## config.mk

```make
export PLATFORM = sky130hd
export DESIGN_NAME = iterative_divider_core_flat
export DESIGN_NICKNAME = d
export VERILOG_FILES = /design/src/rtl/iterative_divider_core_if.sv /design/src/rtl/iterative_divider_core.sv /design/src/flat_wrapper.sv
export SDC_FILE = /design/constraint.sdc
export NUM_CORES = 1
export LEC_CHECK = 0
export ABC_AREA = 1
export CORE_ASPECT_RATIO = 1.2
export CORE_MARGIN = 3
export CORE_UTILIZATION = 55
export CTS_CLUSTER_SIZE = 8
export DETAILED_ROUTE_END_ITERATION = 6
export PLACE_DENSITY = 0.79
export REMOVE_ABC_BUFFERS = 1
export SYNTH_ARGS = -nofsm -noshare
export SYNTH_HDL_FRONTEND = slang
export SYNTH_SLANG_ARGS = --single-unit
```

## constraint.sdc

```tcl
create_clock -name clk -period 2.5 [get_ports clk]
set_input_delay 0.75 -clock clk [delete_from_list [all_inputs] [get_ports clk]]
set_output_delay 0.75 -clock clk [all_outputs]
set_load 0.005 [all_outputs]
```

## src/rtl/iterative_divider_core_if.sv

```systemverilog
// Start/done handshake and operand/result bus of the
// iterative divider.
interface iterative_divider_core_if #(
    parameter int WORD_LENGTH = 16
);
    logic                   start;
    logic [WORD_LENGTH-1:0] dividend;
    logic [WORD_LENGTH-1:0] divisor;
    logic [WORD_LENGTH-1:0] quotient;
    logic [WORD_LENGTH-1:0] remainder;
    logic                   ready;
    logic                   done;
    logic                   div_by_zero;

    modport master (
        output start,
        output dividend,
        output divisor,
        input  quotient,
        input  remainder,
        input  ready,
        input  done,
        input  div_by_zero
    );

    modport slave (
        input  start,
        input  dividend,
        input  divisor,
        output quotient,
        output remainder,
        output ready,
        output done,
        output div_by_zero
    );
endinterface

```

## src/rtl/iterative_divider_core.sv

```systemverilog
// Unsigned radix-2 restoring divider, one quotient bit
// per clock, with a start/done control FSM.
module iterative_divider_core #(
    parameter int WORD_LENGTH = 16
) (
    input  logic                      clk,
    input  logic                      reset,
    iterative_divider_core_if.slave   bus
);
    function automatic int calc_bits(input int n);
        int b;
        b = 1;
        for (int i = 1; i < 32; i++)
            if ((1 << b) < n)
                b = b + 1;
        return b;
    endfunction

    localparam int NBITS_FOR_COUNTER = calc_bits(WORD_LENGTH);
    localparam int WL = WORD_LENGTH;
    localparam logic [NBITS_FOR_COUNTER-1:0] LAST_STEP =
        NBITS_FOR_COUNTER'(WL - 1);

    typedef enum logic [1:0] {
        IDLE,
        DIVIDE,
        DONE
    } state_t;

    state_t state;
    state_t state_next;

    logic [NBITS_FOR_COUNTER-1:0] counter;
    logic                         first;
    logic                         last;
    logic                         zero_step;

    // dq starts as the dividend; quotient bits shift in at
    // the bottom as dividend bits leave the top.
    logic [WL-1:0] dq;
    logic [WL-1:0] divisor_reg;
    logic [WL-1:0] r;
    logic [WL-1:0] quotient;
    logic [WL-1:0] remainder;
    logic          div_by_zero;

    logic [WL:0]   r_shift;
    logic          ge;
    logic [WL-1:0] r_next;
    logic [WL-1:0] q_next;

    assign first     = (counter == '0);
    assign last      = (counter == LAST_STEP);
    assign zero_step = first && (divisor_reg == '0);

    always_comb begin
        r_shift = {r, dq[WL-1]};
        ge      = (r_shift >= {1'b0, divisor_reg});
        r_next  = ge ? (r_shift[WL-1:0] - divisor_reg)
                     : r_shift[WL-1:0];
        q_next  = {dq[WL-2:0], ge};
    end

    always_ff @(posedge clk or negedge reset) begin
        if (!reset)
            state <= IDLE;
        else
            state <= state_next;
    end

    always_comb begin
        state_next = state;
        unique case (state)
            IDLE:    if (bus.start) state_next = DIVIDE;
            DIVIDE:  if (zero_step || last) state_next = DONE;
            DONE:    state_next = IDLE;
            default: state_next = IDLE;
        endcase
    end

    always_ff @(posedge clk or negedge reset) begin
        if (!reset) begin
            counter     <= '0;
            dq          <= '0;
            divisor_reg <= '0;
            r           <= '0;
            quotient    <= '0;
            remainder   <= '0;
            div_by_zero <= 1'b0;
        end else begin
            unique case (state)
                IDLE: begin
                    if (bus.start) begin
                        dq          <= bus.dividend;
                        divisor_reg <= bus.divisor;
                        r           <= '0;
                        counter     <= '0;
                        div_by_zero <= 1'b0;
                    end
                end
                DIVIDE: begin
                    if (zero_step) begin
                        quotient    <= '1;
                        remainder   <= dq;
                        div_by_zero <= 1'b1;
                        counter     <= '0;
                    end else begin
                        dq      <= q_next;
                        r       <= r_next;
                        counter <= last ? '0 : counter + 1'b1;
                        if (last) begin
                            quotient  <= q_next;
                            remainder <= r_next;
                        end
                    end
                end
                default: ;
            endcase
        end
    end

    assign bus.quotient    = quotient;
    assign bus.remainder   = remainder;
    assign bus.div_by_zero = div_by_zero;
    assign bus.ready       = (state == IDLE);
    assign bus.done        = (state == DONE);
endmodule

```

## src/flat_wrapper.sv

```systemverilog
// flat-port wrapper written by rule: the top's interface ports become plain ports
module iterative_divider_core_flat 
#(
    parameter int WORD_LENGTH = 16
)
  (clk, reset, bus_start, bus_dividend, bus_divisor, bus_quotient, bus_remainder, bus_ready, bus_done, bus_div_by_zero);
  iterative_divider_core_if #(.WORD_LENGTH(WORD_LENGTH)) bus_i ();
  input  logic clk;
  input  logic reset;
  input wire logic [$bits(bus_i.start)-1:0] bus_start;
  input wire logic [$bits(bus_i.dividend)-1:0] bus_dividend;
  input wire logic [$bits(bus_i.divisor)-1:0] bus_divisor;
  output wire logic [$bits(bus_i.quotient)-1:0] bus_quotient;
  output wire logic [$bits(bus_i.remainder)-1:0] bus_remainder;
  output wire logic [$bits(bus_i.ready)-1:0] bus_ready;
  output wire logic [$bits(bus_i.done)-1:0] bus_done;
  output wire logic [$bits(bus_i.div_by_zero)-1:0] bus_div_by_zero;
  assign bus_i.start = bus_start;
  assign bus_i.dividend = bus_dividend;
  assign bus_i.divisor = bus_divisor;
  assign bus_quotient = bus_i.quotient;
  assign bus_remainder = bus_i.remainder;
  assign bus_ready = bus_i.ready;
  assign bus_done = bus_i.done;
  assign bus_div_by_zero = bus_i.div_by_zero;
  iterative_divider_core #(.WORD_LENGTH(WORD_LENGTH)) u_core (.clk(clk), .reset(reset), .bus(bus_i));
endmodule
```

==> out/summary.txt, run 1 <==
run status: finished, final reports clean
Int Pwr: 4.90 mW
ratio of cells with drive above 1 in the final layout: 9.23%
Initial Utilization: 56.9%
Slew @ Worst Pin: 619 ps
first-pass GRT wire length: 23400 um
die width: 94.7 um
critical path cell sequence: ha_1, nand2_1, nand2_1, nand2_1, nand2_1, nand2_2, nand3_2, nand2_8, nand2_8, nand2_1, nand2_1, o21ai_0, nand2_1
#FFs+latches synth: 87
Top cell by count, worst path: nand2_1
DRC: 0
clk sinks: 87
cell family with most CP delay: simple AND/OR/NAND/NOR gates
top cells by area, synth: dfrtp_1, nand2_1, inv_1
relative slew slack: 58.6%
Congestion Overflow GR: 0
Site Rows: 38
Setup TNS: 0 ps
Syn-to-layout area delta: 19.4%
final clock period utilization by the worst path: 91.9%
most frequent cell after synthesis: nand2_1
worst r2r src: u_core.r[1]$_DFFE_PN0P_
top cell type's share of synthesized area: 41.9%
Worst Reg-to-Reg Cells: 13
maximum VDD drop: 0.745 mV
slowest CP cell: ha_1
crit path capture type: flip-flop
Power Density: 1590 nW/um^2
DRT antenna net count: 0
initial DRC count: 322
root buf cell: clkbuf_8
Achievable Freq: 435 MHz
antenna violations before repair: 0
Final nets: 818
Synth Warn #: 0
Mapped Cells: 696
Die ar.: 10700 um^2
Routed WL: 13800 um
DRT Pass-1 Iters: 5
final setup margin: 203 ps
diode count: 0
Placed Cells incl. Taps: 871
Final HPWL DP: 10400 um
final setup vio count: 0
Critical Path AT: 2550 ps
Setup crit start kind: flip-flop
post-synth cell types: 37
placeable core region: 9130 um^2
area of the mapped netlist: 5200 um^2
Clk pwr share: 10.4%
Post-synth top cells: nand2_1, dfrtp_1, inv_1
Ports: 70
via count: 4796
Comb pwr share: 64.1%
Max Transition Viols Final: 0
Post-synth EDFFs: 0
Hold Fails Final Rpt: 0
CTS Hold Bufs: 0
ys async rst share: 100%
largest net degree at the start of global routing: 41
clock slew at reported path FFs: 80 ps
CTS tree: done
RSZ-0062 raised after global routing: no
net switching power: 4.94 mW
critical path required time: 2750 ps
WS Path Type: flip-flop to flip-flop
sw frac: 50.2%
Global Route Usage Sum: 28.0%
pre-CTS setup slack: -71.0 ps
critical path's largest stage delay: 430 ps
Hold Path Class: input pin to asynchronous set/reset pin
worst-case clock skew: 11.6 ps
Crit Path Max Fanout: 18
area leader, netlist: dfrtp_1
GPL Wtd Cong: 0.936
flop2flop setup slack: 200 ps
post-synthesis sequential area ratio: 41.9%
clock period minus worst slack: 2300 ps
Max clock buf depth: 2
post-DR vias/cell: 5.39
DR WL/cell: 15.6 um
Die Y-Extent: 112 um
Sequential Power Share: 25.4%
max_cap viols: 0
final core occ: 68.0%
Synth Flop Type: dfrtp_1
vias in the first global route: 4915
r2r endpoint: u_core.bus.remainder[3]$_DFFE_PN0P_
clk_lat worst skew: 370 ps
CTS Buf Count: 9
IO Port Bufs: 69
H-tree Lvls: 3
Non-Filler Instances: 889
Buf+Inv Stages, Crit Path: 0
synthesized area per cell: 7.47 um^2
leakage: 3.22 nW
-- layout make-up --
| type | count | area (um^2) |
|---|---|---|
| fill | 790 | 2920 |
| multi-input combinational | 498 | 2550 |
| sequential | 87 | 2180 |
| timing repair buffer | 82 | 798 |
| inverter | 86 | 323 |
| tap | 120 | 150 |
| clock buffer | 11 | 141 |
| clock inverter | 5 | 66.3 |
-- cell families after synthesis --
kind of cell / synth area share, %
xor+xnor: 1.52
fa+ha+maj: 4.72
buf+inv: 9.37
compound gates: 9.29
simple gates: 33.2
flops: 41.9
-- how the worst max path moves through the flow --
stage | startpoint | slack (ps) | to | cells past startpoint
3_5_place_dp | u_core.counter[0]$_DFFE_PN0P_ | -70 | u_core.bus.quotient[15]$_DFFE_PN0P_ | 10
6_report | u_core.r[1]$_DFFE_PN0P_ | 200 | u_core.bus.remainder[3]$_DFFE_PN0P_ | 13
4_1_cts | u_core.divisor_reg[13]$_DFFE_PN0P_ | 90 | u_core.bus.remainder[3]$_DFFE_PN0P_ | 14
3_3_place_gp | u_core.counter[0]$_DFFE_PN0P_ | 80 | u_core.bus.quotient[0]$_DFFE_PN0P_ | 10
5_1_grt | u_core.divisor_reg[10]$_DFFE_PN0P_ | 20 | u_core.bus.remainder[3]$_DFFE_PN0P_ | 12
2_1_floorplan | u_core.counter[0]$_DFFE_PN0P_ | -60 | u_core.bus.quotient[0]$_DFFE_PN0P_ | 10
-- power by group through the flow --
stage	Clock (mW)	Combinational (mW)	Sequential, mW
floorplan	0	4.28	2.41
global placement	0	6.01	2.50
detailed placement	0	6.17	2.51
CTS	1.04	6.21	2.49
global route	1.10	7.10	2.58
finish	1.03	6.31	2.50
-- per-stage QoR --
step	total power, mW	instance area, um^2	hold WS [ps]
after global placement	8.51	5970	466
after global routing	10.8	6200	311
after detailed placement	8.68	5970	472
final	9.84	6200	306
after floorplan	6.69	5030	454
after CTS	9.75	6180	308
-- layout by cell type, fill, tap and decap left out, types with 9 or more instances in the layout --
master	n
nand2_1	218
dfrtp_1	87
inv_1	80
clkdlybuf4s50_1	68
nor2_1	58
nand3_1	55
o21ai_0	42
a21oi_1	24
ha_1	18
o211ai_1	15
buf_4	13
nand3_2	10
clkbuf_8	10
xor2_1	9
-- repair_timing --
| action | CTS | global route |
|---|---|---|
| resized for setup | 1 | 1 |
| endpoints found under the setup margin | 17 | 8 |
| buffers inserted | 0 | 2 |
| pin swaps | 0 | 1 |
-- routing by layer --
layer	track usage (%)	share of wire, %
met1	36.5	42
met2	46.7	50
met3	5.70	5.6
met4	8.76	2.5
met5	0	0
-- worst reg2reg max path, stage by stage, from the launching register on --
cell,delay [ps]
dfrtp_1,420
ha_1,430
nand2_1,140
nand2_1,60
nand2_1,80
nand2_1,70
nand2_2,70
nand3_2,130
nand2_8,170
nand2_8,150
nand2_1,110
nand2_1,100
o21ai_0,190
nand2_1,70
Note: power is estimated with default switching activity, not from simulation.
==> inputs of run 2 (changes only) <==
CORE_MARGIN = 5   (was 3)
==> run 2 against run 1 <==
Count of clock-buffer cells in the layout unchanged. Sequential share of layout area about the same. Critical path depth unchanged. First-iteration DRC count increased by 8.1%. Register-to-register slack improved by 40 ps. Critical endpoint is now u_core.bus.remainder[5]$_DFFE_PN0P_.
==> out/summary.txt, run 2 (same netlist as run 1, synthesis figures left out) <==
Setup crit start kind: flip-flop
Sequential Power Share: 25.6% (+0.2 points)
final setup margin: 240 ps (+36.2 ps)
worst hold slack: 363 ps (+56.5 ps)
CTS Hold Bufs: 0 (unchanged)
commonest cells after routing, fill and taps aside: nand2_1, dfrtp_1, inv_1, clkdlybuf4s50_1, nor2_1
max_cap viols: 0 (unchanged)
cell family with most CP delay: simple AND/OR/NAND/NOR gates
H-tree Lvls: 3 (unchanged)
slowest CP cell: ha_1
r2r endpoint: u_core.bus.remainder[5]$_DFFE_PN0P_
first-pass GRT wire length: 23200 um (-0.86%)
clock slew at reported path FFs: 90 ps (about the same)
Buf+Inv Stages, Crit Path: 0 (unchanged)
Hold Path Class: input pin to asynchronous set/reset pin
die width: 98.7 um (+4.2%)
critical path's largest stage delay: 430 ps (about the same)
diode count: 0 (unchanged)
Top cell by count, worst path: nand2_1
Critical Path AT: 2520 ps (-30 ps)
Max Transition Viols Final: 0 (unchanged)
Worst Reg-to-Reg Cells: 13 (unchanged)
final setup vio count: 0 (unchanged)
Setup TNS: 0 ps (unchanged)
Non-Filler Instances: 890 (+0.11%)
Die Y-Extent: 116 um (+3.6%)
Final nets: 819 (+0.12%)
clk_lat worst skew: 370 ps (about the same)
leading cell type in the layout, fill and taps excluded: nand2_1
DRC: 0 (unchanged)
DRT antenna net count: 0 (unchanged)
Max clock buf depth: 2 (unchanged)
Syn-to-layout area delta: 19.5%
Slew @ Worst Pin: 636 ps (+17.4 ps)
Power, Total: 9.80 mW (-0.38%)
critical path required time: 2760 ps (about the same)
Comb pwr share: 63.9% (-0.2 points)
net switching power: 4.88 mW (-1.2%)
Post-DP Area: 5960 um^2 (-0.13%)
Clk pwr share: 10.5% (about the same)
Routed WL: 13500 um (-2.2%)
critical path cell sequence: ha_1, nand2_1, nand2_1, nand2_1, nand2_1, nand2_2, nand3_2, nand2_8, nand2_8, nand2_1, nand2_1, o21ai_0, nand2_1
crit path capture type: flip-flop
RSZ-0062 raised after global routing: no
WS Path Type: flip-flop to flip-flop
ratio of cells with drive above 1 in the final layout: 9.35% (+0.12 points)
flop2flop setup slack: 240 ps (+40 ps)
DR WL/cell: 15.2 um (-2.3%)
via count: 4772 (-0.50%)
Placed Cells incl. Taps: 870 (-0.11%)
antenna violations before repair: 0 (unchanged)
fillers: 806 (+2.0%)
Global Route Usage Sum: 25.3% (-2.7 points)
CTS Buf Count: 9 (unchanged)
leakage: 3.22 nW (about the same)
Multi-input gate area: 2550 um^2 (unchanged)
relative slew slack: 57.5% (-1.2 points)
root buf cell: clkbuf_8
post-DR vias/cell: 5.36 (-0.61%)
Hold Fails Final Rpt: 0 (unchanged)
Crit Path Max Fanout: 18 (unchanged)
initial DRC count: 348 (+8.1%)
GPL Wtd Cong: 0.938 (+0.21%)
largest net degree at the start of global routing: 46 (+12%)
final core occ: 68.0% (+0.069 points)
final clock period utilization by the worst path: 90.4% (-1.4 points)
Ports: 70 (unchanged)
sequential cell area: 2180 um^2 (unchanged)
Initial Utilization: 56.9% (unchanged)
clk sinks: 87 (unchanged)
clock period minus worst slack: 2260 ps (-36.2 ps)
CTS tree: done
DRT Pass-1 Iters: 5 (unchanged)
Die ar.: 11500 um^2 (+7.9%)
Int Pwr: 4.92 mW (+0.45%)
worst-case clock skew: 11.5 ps (-0.126 ps)
Congestion Overflow GR: 0 (unchanged)
maximum VDD drop: 0.704 mV (-5.4%)
worst r2r src: u_core.r[1]$_DFFE_PN0P_
IO Port Bufs: 69 (unchanged)
run status: finished, final reports clean
Final HPWL DP: 10300 um (-1.3%)
sw frac: 49.8% (-0.41 points)
Finished Cell Area: 6210 um^2 (+0.10%)
Achievable Freq: 442 MHz (+1.6%)
pre-CTS setup slack: -9.99 ps (+61.0 ps)
placeable core region: 9130 um^2 (unchanged)
vias in the first global route: 4856 (-1.2%)
Site Rows: 38 (unchanged)
Power Density: 1580 nW/um^2 (-0.48%)
==> run 2: changes by cell type in the layout (fill, tap and decap cells not counted), sizes merged <==
| cell | previous run | this run |
|---|---|---|
| clkinv | 2 | 0 |
| clkinvlp | 1 | 2 |
| inv | 87 | 88 |
| buf | 14 | 15 |
==> run 2: metal layers <==
| layer | up-vias | track usage [%] | part of all wire, % |
|---|---|---|---|
| met2 | 151 | 42.2 | 49 |
| li1 | 2351 | - | - |
| met5 | - | 0 | 0 |
| met3 | 31 | 4.60 | 5.4 |
| met4 | 0 | 11.5 | 3.7 |
| met1 | 2239 | 32.3 | 42 |
==> run 2: worst max-delay path by stage <==
stage,endpoint,slack (ps),start,cells past startpoint
after floorplan,u_core.bus.quotient[0]$_DFFE_PN0P_,-60,u_core.counter[0]$_DFFE_PN0P_,10
after global placement,u_core.bus.quotient[0]$_DFFE_PN0P_,110,u_core.counter[0]$_DFFE_PN0P_,10
after detailed placement,u_core.bus.quotient[0]$_DFFE_PN0P_,-10,u_core.counter[0]$_DFFE_PN0P_,10
after CTS,u_core.bus.remainder[5]$_DFFE_PN0P_,110,u_core.divisor_reg[11]$_DFFE_PN0P_,14
after global routing,u_core.bus.remainder[5]$_DFFE_PN0P_,9,u_core.divisor_reg[4]$_DFFE_PN0P_,14
final,u_core.bus.remainder[5]$_DFFE_PN0P_,240,u_core.r[1]$_DFFE_PN0P_,13
==> run 2: what timing repair did <==
action	4_1_cts	5_1_grt
endpoints found under the setup margin	12	9
setup buffers	0	4
pin swaps	0	1
hold endpoints to repair	0	0
resized for setup	1	1
==> run 2: worst reg2reg max path, cell delays in order, from the launching register on <==
cell and delay, ps:
dfrtp_1 420, ha_1 430, nand2_1 140, nand2_1 60, nand2_1 70, nand2_1 70, nand2_2 70, nand3_2 120
nand2_8 170, nand2_8 150, nand2_1 120, nand2_1 100, o21ai_0 160, nand2_1 70
==> run 2: cell type report <==
class	instances	area share, %
clock buffer	11	2.28
clock inverter	5	1.05
inverter	86	5.20
multi-input combinational	498	41.0
sequential	87	35.1
tap	120	2.42
timing repair buffer	83	13.0
==> run 2: power by group through the flow <==
stage	clock network (mW)	logic (mW)	registers, mW
after global routing	1.11	7.12	2.58
after global placement	0	6.00	2.50
final	1.03	6.26	2.51
after floorplan	0	4.28	2.41
after detailed placement	0	6.11	2.52
after CTS	1.05	6.16	2.50
